$ cat src/rtl/sda_frame_pkg.sv
// Shared types and constants for the two-source serial frame scheduler.
package sda_frame_pkg;

  typedef enum logic [2:0] {
    ST_IDLE,
    ST_START,
    ST_BIT_LO,
    ST_BIT_HI,
    ST_STOP_LO,
    ST_STOP_HI,
    ST_GAP
  } state_e;

  localparam logic [1:0] TAG_BTN    = 2'b10;
  localparam logic [1:0] TAG_HB     = 2'b01;
  localparam int         GAP_PHASES = 2;

endpackage

$ cat src/rtl/sda_frame_sched_debounce.sv
// Two-flop synchronizer and level debouncer for an active-low push button;
// emits a one-cycle pulse when a press is accepted.
module button_debounce #(
  parameter int DEBOUNCE = 16
) (
  input  logic clk,
  input  logic rst,
  input  logic raw_n,
  output logic press_pulse
);

  localparam logic [7:0] CNT_LAST = 8'(DEBOUNCE - 1);

  logic       r_sync0;
  logic       r_sync1;
  logic       r_stable;
  logic [7:0] r_cnt;
  logic       r_press;

  // The counter tracks how long the synchronized level has differed from the
  // accepted one; any agreeing sample restarts the count.
  always_ff @(posedge clk) begin
    if (rst) begin
      r_sync0  <= 1'b1;
      r_sync1  <= 1'b1;
      r_stable <= 1'b1;
      r_cnt    <= 8'd0;
      r_press  <= 1'b0;
    end else begin
      r_sync0 <= raw_n;
      r_sync1 <= r_sync0;
      r_press <= 1'b0;
      if (r_sync1 == r_stable) begin
        r_cnt <= 8'd0;
      end else if (r_cnt == CNT_LAST) begin
        r_stable <= r_sync1;
        r_cnt    <= 8'd0;
        r_press  <= ~r_sync1;
      end else begin
        r_cnt <= r_cnt + 8'd1;
      end
    end
  end

  assign press_pulse = r_press;

endmodule

$ cat src/rtl/sda_frame_sched.sv
// Arbitrates button and heartbeat requests onto one bit-banged sck/sda
// transmitter: START, 8 payload bits MSB first, STOP, then a 2-phase gap.
module sda_frame_sched
  import sda_frame_pkg::*;
#(
  parameter int CLK_DIV   = 4,
  parameter int HB_PERIOD = 2700,
  parameter int DEBOUNCE  = 16
) (
  input  logic       clk,
  input  logic       rst,
  input  logic       bbutton,
  output logic       sck,
  output logic       sda,
  output logic       busy,
  output logic [7:0] drop_cnt
);

  localparam logic [7:0]  DIV_LAST = 8'(CLK_DIV - 1);
  localparam logic [19:0] HB_LAST  = 20'(HB_PERIOD - 1);
  localparam logic [2:0]  GAP_LAST = 3'(GAP_PHASES - 1);

  function automatic logic [7:0] sat_add8(input logic [7:0] a, input logic [1:0] inc);
    logic [8:0] sum;
    sum = {1'b0, a} + {7'd0, inc};
    return sum[8] ? 8'hFF : sum[7:0];
  endfunction

  logic        w_btn_evt;
  logic        w_hb_evt;
  logic [19:0] r_hb_cnt;
  logic        r_pend_btn;
  logic        r_pend_hb;
  logic [7:0]  r_drop;
  logic [1:0]  w_drop_inc;

  state_e      r_state;
  state_e      w_state_n;
  logic [7:0]  r_div;
  logic [7:0]  w_div_n;
  logic        w_phase_end;
  logic [2:0]  r_bit;
  logic [2:0]  w_bit_n;
  logic [7:0]  r_payload;
  logic [7:0]  w_payload_n;
  logic [5:0]  r_seq;
  logic [5:0]  w_seq_n;
  logic        w_grant_btn;
  logic        w_grant_hb;

  logic        w_sck_n;
  logic        w_sda_n;
  logic        r_sck;
  logic        r_sda;
  logic        r_busy;

  button_debounce #(
    .DEBOUNCE (DEBOUNCE)
  ) u_debounce (
    .clk         (clk),
    .rst         (rst),
    .raw_n       (bbutton),
    .press_pulse (w_btn_evt)
  );

  assign w_hb_evt    = (r_hb_cnt == HB_LAST);
  assign w_phase_end = (r_div == DIV_LAST);

  // A same-cycle event on a just-granted source re-arms it without counting a drop.
  assign w_drop_inc = {1'b0, w_btn_evt & r_pend_btn & ~w_grant_btn}
                    + {1'b0, w_hb_evt  & r_pend_hb  & ~w_grant_hb};

  always_comb begin
    w_state_n   = r_state;
    w_div_n     = r_div;
    w_bit_n     = r_bit;
    w_payload_n = r_payload;
    w_seq_n     = r_seq;
    w_grant_btn = 1'b0;
    w_grant_hb  = 1'b0;

    if (r_state != ST_IDLE) begin
      w_div_n = w_phase_end ? 8'd0 : r_div + 8'd1;
    end

    case (r_state)
      ST_IDLE: begin
        if (r_pend_btn || r_pend_hb) begin
          w_grant_btn = r_pend_btn;
          w_grant_hb  = ~r_pend_btn;
          w_state_n   = ST_START;
          w_div_n     = 8'd0;
          w_bit_n     = 3'd7;
          w_payload_n = {(r_pend_btn ? TAG_BTN : TAG_HB), r_seq};
          w_seq_n     = r_seq + 6'd1;
        end
      end
      ST_START: begin
        if (w_phase_end) w_state_n = ST_BIT_LO;
      end
      ST_BIT_LO: begin
        if (w_phase_end) w_state_n = ST_BIT_HI;
      end
      ST_BIT_HI: begin
        if (w_phase_end) begin
          if (r_bit == 3'd0) begin
            w_state_n = ST_STOP_LO;
          end else begin
            w_state_n = ST_BIT_LO;
            w_bit_n   = r_bit - 3'd1;
          end
        end
      end
      ST_STOP_LO: begin
        if (w_phase_end) w_state_n = ST_STOP_HI;
      end
      ST_STOP_HI: begin
        if (w_phase_end) begin
          w_state_n = ST_GAP;
          w_bit_n   = 3'd0;
        end
      end
      ST_GAP: begin
        if (w_phase_end) begin
          if (r_bit == GAP_LAST) w_state_n = ST_IDLE;
          else                   w_bit_n   = r_bit + 3'd1;
        end
      end
      default: w_state_n = ST_IDLE;
    endcase

    // Line levels are decoded from the state being entered so the pins
    // change on the same edge as the state register.
    w_sck_n = 1'b1;
    w_sda_n = 1'b1;
    case (w_state_n)
      ST_START:   w_sda_n = 1'b0;
      ST_BIT_LO: begin
        w_sck_n = 1'b0;
        w_sda_n = w_payload_n[w_bit_n];
      end
      ST_BIT_HI:  w_sda_n = w_payload_n[w_bit_n];
      ST_STOP_LO: begin
        w_sck_n = 1'b0;
        w_sda_n = 1'b0;
      end
      ST_STOP_HI: w_sda_n = 1'b0;
      default: ;
    endcase
  end

  always_ff @(posedge clk) begin
    if (rst) begin
      r_state    <= ST_IDLE;
      r_div      <= 8'd0;
      r_seq      <= 6'd0;
      r_hb_cnt   <= 20'd0;
      r_pend_btn <= 1'b0;
      r_pend_hb  <= 1'b0;
      r_drop     <= 8'd0;
      r_sck      <= 1'b1;
      r_sda      <= 1'b1;
      r_busy     <= 1'b0;
    end else begin
      r_state    <= w_state_n;
      r_div      <= w_div_n;
      r_seq      <= w_seq_n;
      r_hb_cnt   <= w_hb_evt ? 20'd0 : r_hb_cnt + 20'd1;
      r_pend_btn <= w_btn_evt | (r_pend_btn & ~w_grant_btn);
      r_pend_hb  <= w_hb_evt  | (r_pend_hb  & ~w_grant_hb);
      r_drop     <= sat_add8(r_drop, w_drop_inc);
      r_sck      <= w_sck_n;
      r_sda      <= w_sda_n;
      r_busy     <= (w_state_n != ST_IDLE);
    end
  end

  always_ff @(posedge clk) begin
    r_bit     <= w_bit_n;
    r_payload <= w_payload_n;
  end

  assign sck      = r_sck;
  assign sda      = r_sda;
  assign busy     = r_busy;
  assign drop_cnt = r_drop;

endmodule

$ cat config.mk
export PLATFORM = sky130hd
export DESIGN_NAME = sda_frame_sched
export DESIGN_NICKNAME = d
export VERILOG_FILES = /design/src/rtl/sda_frame_pkg.sv /design/src/rtl/sda_frame_sched_debounce.sv /design/src/rtl/sda_frame_sched.sv
export SDC_FILE = /design/constraint.sdc
export NUM_CORES = 1
export LEC_CHECK = 0
export ABC_CLOCK_PERIOD_IN_PS = 3300
export BUFFER_PORTS_ARGS = -buffer_cell sky130_fd_sc_hd__buf_2
export CAP_MARGIN = 20
export CELL_PAD_IN_SITES_DETAIL_PLACEMENT = 1
export CELL_PAD_IN_SITES_GLOBAL_PLACEMENT = 1
export CORE_UTILIZATION = 47
export CTS_CLUSTER_DIAMETER = 120
export DETAILED_ROUTE_END_ITERATION = 6
export GPL_TIMING_DRIVEN = 1
export PLACE_DENSITY = 0.82
export SETUP_SLACK_MARGIN = 0.5
export SYNTH_ARGS = -nofsm -noshare
export SYNTH_HDL_FRONTEND = slang
export SYNTH_HIERARCHICAL = 1
export SYNTH_SLANG_ARGS = --single-unit
$ cat constraint.sdc
create_clock -name clk -period 3.3 [get_ports clk]
set_clock_uncertainty 0.1 [all_clocks]
set_input_delay 0.33 -clock clk [delete_from_list [all_inputs] [get_ports clk]]
set_output_delay 0.33 -clock clk [all_outputs]
set_load 0.05 [all_outputs]
---- Word-level counts from Yosys, hierarchy flattened ----
Cells that the tools add are included.
word-level totals
  output and inout bits ................... 11
  bits of input ports ..................... 3
  flip-flop bits (word level) ............. 73
operators by class
  reduce and logical (&&, ||, !) cells .... 13
  mux-type cells .......................... 33
  $lt $le $gt $ge ......................... 1
  bitwise gates (word level) .............. 14
  equal/unequal tests ..................... 16
  add/subtract/negate cells ............... 8
operators with widths
  kind                     count
  $mux W8                  7
  $mux W3                  15
  $pmux W3 S7              1
  $add A20 B1 Y20 const B  1
  $eq A20 B12 Y1 const B   1
  $add A8 B1 Y8 const B    2
  $eq A3 B3 Y1 const B     5
  $eq A3 B2 Y1 const B     4
  $pmux W3 S4              1
  $add A8 B2 Y9            1
  $eq A3 B1 Y1 const B     3
  $reduce_or A3 Y1         3
  $eq A8 B2 Y1 const B     1
  $eq A8 B4 Y1 const B     1
  $add A6 B1 Y6 const B    1
  $and A1 B1 Y1            6
  $logic_not A3 Y1         2
  $mux W1                  6
  $not A1 Y1               6
  $reduce_bool A3 Y1       2
  $reduce_or A2 Y1         3
  $lt A3 B4 Y1 const B     1
  $reduce_and A2 Y1        2
  $add A3 B1 Y3 const B    1
  8 further kinds          9

---- Logic depth before layout (Yosys ltp) ----
  depth in word-level cells ............... 8
  gate-level depth with buffers ........... 12
  mapped depth without buffers ............ 12

---- By module ----
The synthesis kept the hierarchy.
modules (own cells, without submodules)
  module           seq. area each (um^2)  area an instance (um^2)  cells each  instances
  sda_frame_sched  1,221.2                2,840.2                  331         1
  button_debounce  240.2                  476.7                    50          1

---- Least setup slack after synthesis ----
OpenSTA, ideal clock, no wires.
  path kind ............................... register to register
  start point ............................. register r_hb_cnt[5]
  end point ............................... register r_drop[0] (netlist: drop_cnt[0])
  setup slack ............................. 0.355 ns
  data arrival time ....................... 2.772 ns
  stages on the path, launching flop included .. 11
  setup time .............................. 0.073 ns
  data required time ...................... 3.127 ns
  cells stage by stage .................... dfxtp_1 -> or4b_2 -> nor3_1 -> inv_1 -> or2_2 -> fa_1 -> inv_1 -> ha_1 -> and4_1 -> nand4_1 -> a21oi_1
on the way
  word-level cells in the longest chain between the ends .. 6
ends and longest elaborated chain
  element                      RTL line                source
  from (decl)                  sda_frame_sched.sv:31   logic [19:0] r_hb_cnt;
  from (signal assigned)       sda_frame_sched.sv:168  r_hb_cnt <= w_hb_evt ? 20'd0 : r_hb_cnt + 20'd1;
  $eq A20 B12 Y1               sda_frame_sched.sv:66   assign w_hb_evt = (r_hb_cnt == HB_LAST);
  $and A1 B1 Y1 (2 in series)  sda_frame_sched.sv:71   + {1'b0, w_hb_evt & r_pend_hb & ~w_grant_hb};
  $add A1 B1 Y2                sda_frame_sched.sv:71
  $add A8 B2 Y9                sda_frame_sched.sv:25   sum = {1'b0, a} + {7'd0, inc};
  $mux W8                      sda_frame_sched.sv:26   return sum[8] ? 8'hFF : sum[7:0];
  to (signal assigned)         sda_frame_sched.sv:171  r_drop <= sat_add8(r_drop, w_drop_inc);
  to (decl)                    sda_frame_sched.sv:34   logic [7:0] r_drop;
No other way between the ends.
A chain may end at the register's enable or synchronous reset.

---- Final worst setup path ----
  start point ............................. register r_hb_cnt[6]
  end point ............................... register r_drop[0] (netlist: drop_cnt[0])
Same word-level chain as after synthesis.

==> summary.md <==
| Metric | Value |
|---|---|
| Gp weighted congestion | 0.806 |
| Crit share post-route | 0.881 |
| Max Slew Vio Count | 0 |
| Vias in the first global route | 2805 |
| Clock root buffer | clkbuf_8 |
| WL/cell | 16.3 um |
| Vias | 2810 |
| Worst hold slack | 0.0750 ns |
| RSZ-0062 raised after global routing | true |
| Initial antenna violation count | 0 |
| Final antenna-violating net count | 0 |
| Hold path depth | 2 |
| Worst setup EP type | register |
| Hold/Removal Path Class | in -> reg |
| Switching Fraction | 0.225 |
| Async SR Flop Fraction | 0 |
| Most common cell after layout, fill and taps aside | dfxtp_1 |
| Net load switching power | 379 uW |
| Fin crit period | 2.91 ns |
| Met1 layer usage reported by global route | 0.248 |
| Maxcap violations | 0 |
| Max IR drop VDD | 0.000352 V |
| Final nets | 420 |
| Met3 Use GR | 0.0385 |
| Pwr dens | 436 nW/um^2 |
| Syn Std Cell Area | 3320 sq um |
| RR Endpoint | drop_cnt[0] |
| Sequential fraction of the synthesis area | 0.441 |
| Total track usage | 0.214 |
| H-Tree Depth | 3 |
| Initial DRC Count | 75 |
| HP Start | bbutton |
| Met2 GRT Util | 0.374 |
| Vias per Instance | 5.53 |
| Die Span Y | 86.0 um |
| Distinct cells, synth | 56 |
| 1st-pass router iterations | 4 |
| Largest net degree at the start of global routing | 32 |
| Mapped Nets | 394 |
| Status | finished clean |
| Worst Tran Pin Value | 0.683 ns |
| Global-route wire length before repair | 12400 um |
| Port Buffer Count | 13 |
| Comb pwr share | 0.038 |
| Most frequent cells in the layout | 68 x dfxtp_1, 45 x nor2_1, 44 x nand2_1 |
| Antenna diodes | 0 |
| RR Startpoint | r_hb_cnt[6] |
| Leak pwr | 1.52 nW |
| Sink Count | 73 |
| Starting Density | 0.488 |
| EDFF count, synth | 0 |
| Setup CP Type | reg -> reg |
| Number of top-level pins | 14 |
| Hold violation total from the final report | 0 |
| Hold path endpoint | u_debounce/r_sync0 |
| Worst path max stage delay | 0.55 ns |
| Clk_lat worst skew | 0.34 ns |
| Fillers | 807 |
| Area Growth Syn to Fin | 16.6% |
| Peak fanout along the critical path | 6 |
| CP cell instances | or4b_4, nor3_4, inv_2, or2_4, fa_2, inv_2, ha_4, and4_4, nand4_1, buf_6, a21oi_2 |
| # setup viols final | 0 |
| Int Power | 1.31 mW |
| Clock network fraction of design power | 0.423 |
| Critical path required time | 3.46 ns |
| Max stage delay cell, worst path | or4b_4 |
| FF+latch count, synth | 73 |
| Die Wd | 86.0 um |
| Critical Path Most Common Cell | inv_2 |
| Layout cells sized above 1 | 0.201 |
| Global route hottest layer | met2 |
| Clk slew on worst S/H paths | 0.08 ns |
| WP data arrival | 3.07 ns |
| Crit path launch type | register |
| Clk buf depth | 2 |
| Sequential share of power | 0.538 |
| DRC violations left | 0 |
| Grt ovf | 0 |
| Die area | 7400 sq um |
| FF-to-FF path depth | 11 |
| Relative slew slack | 0.545 |
| Synth Flop Type | dfxtp_1 |
| F_max | 344 MHz |
| CTS Buf Count | 9 |
| Syn Inst Count | 381 |
| Row count | 30 |
| Routed WL | 8290 um |
| HPWL after detailed placement | 5090 um |
| CTS tree | built |
| Core Box Area | 6790 sq um |
| Synth warn | 6 |
| TNS Setup | 0 ns |
| Flop-to-flop setup slack | 0.39 ns |
| Syn_area_per_cell | 8.71 sq um |
## per-stage QoR
step                      utilization  area [sq um]  cells  setup slack (ns)  power (mW)
final                           0.569          3870    508             0.394        1.69
after CTS                       0.553          3760    501             0.499        1.71
after global routing            0.569          3870    508             0.296        1.76
after global placement          0.517          3510    484             0.401       0.991
after floorplan                     -          3330    381             0.594       0.977
after detailed placement        0.517          3510    484             0.254       0.994
## worst max path at each step
stage | cells after the start | to | slack [ns] | startpoint
detailed placement | 11 | drop_cnt[0] | 0.25 | r_hb_cnt[9]
floorplan | 10 | drop_cnt[0] | 0.59 | r_hb_cnt[5]
global route | 11 | drop_cnt[0] | 0.30 | r_hb_cnt[6]
global placement | 11 | drop_cnt[0] | 0.40 | r_hb_cnt[2]
finish | 11 | drop_cnt[0] | 0.39 | r_hb_cnt[6]
CTS | 11 | drop_cnt[0] | 0.50 | r_hb_cnt[5]
## repair_timing
action | CTS | global route
cloned | 0 | 0
buffers inserted | 1 | 7
pin swaps | 2 | 8
hold buffers | 0 | 0
gates resized for setup | 11 | 17
setup endpoints to repair | 8 | 9
## per-layer routing
layer  routed length, um  vias to the layer above
li1                    -                     1373
met4                 270                        0
met2                4280                       41
met3                 158                       25
met1                3570                     1371
met5                   0                        -
## power by group through the flow
stage / Sequential [mW] / Clock, mW / Combinational (mW)
floorplan: 0.927 / 0 / 0.0501
finish: 0.908 / 0.715 / 0.0649
detailed placement: 0.930 / 0 / 0.0640
global placement: 0.929 / 0 / 0.0611
global route: 0.910 / 0.776 / 0.0732
CTS: 0.910 / 0.731 / 0.0648
## logic make-up after synthesis
logic type	Yosys count	synth area share
DFF	73	0.441
buffers and inverters	25	0.0298
adders and majority gates	10	0.0400
AOI/OAI and AO/OA	63	0.132
xor gates and xnor gates	31	0.0819
muxes	4	0.0121
and+or+nand+nor	175	0.264
## Yosys cell counts, drive strengths merged, types with 2 or more instances
library cell	count	area, sq um
a21o	3	23.8
a21oi	28	151
a31oi	4	25.0
and3	12	75.1
buf	4	20.0
clkbuf	8	30.0
dfxtp	73	1460
ha	9	113
inv	13	48.8
mux2i	4	40.0
nand2	44	165
nand2b	8	50.1
nand3	14	70.1
nand4	7	43.8
nor2	47	179
nor2b	4	25.0
nor3	9	50.1
nor4	3	18.8
o211ai	3	36.3
o21ai	12	63.8
or2	5	31.3
or3	11	70.1
or3b	2	17.5
or4	2	18.8
xnor2	11	96.3
xor2	20	175
## layout make-up
type                       instances  area, sq um  area share
inverter                          13         48.8      0.0126
clock inverter                     5         53.8      0.0139
timing repair buffer              27          174      0.0450
multi-input combinational        283         1850       0.478
sequential                        73         1470       0.381
clock buffer                      11          151      0.0391
tap                               96          120      0.0311
## state kept, by name, summed over array words and instances (netlist names), 3 cells and up
register,flops
r_div,8
r_payload,8
r_bit,3
u_debounce/r_cnt,8
r_seq,6
r_state,3
r_hb_cnt,20
drop_cnt,8
## worst max-delay path, delay by kind of cell (launching register included)
| family | cells | cell delay (ns) |
|---|---|---|
| flip-flops | 1 | 0.36 |
| AND/OR/NAND/NOR | 5 | 1.38 |
| adder cells (fa/ha/maj) | 2 | 0.52 |
| buffers and inverters | 3 | 0.33 |
| AO/OA/AOI/OAI | 1 | 0.14 |
No activity file was read; power rests on OpenSTA's default activity.
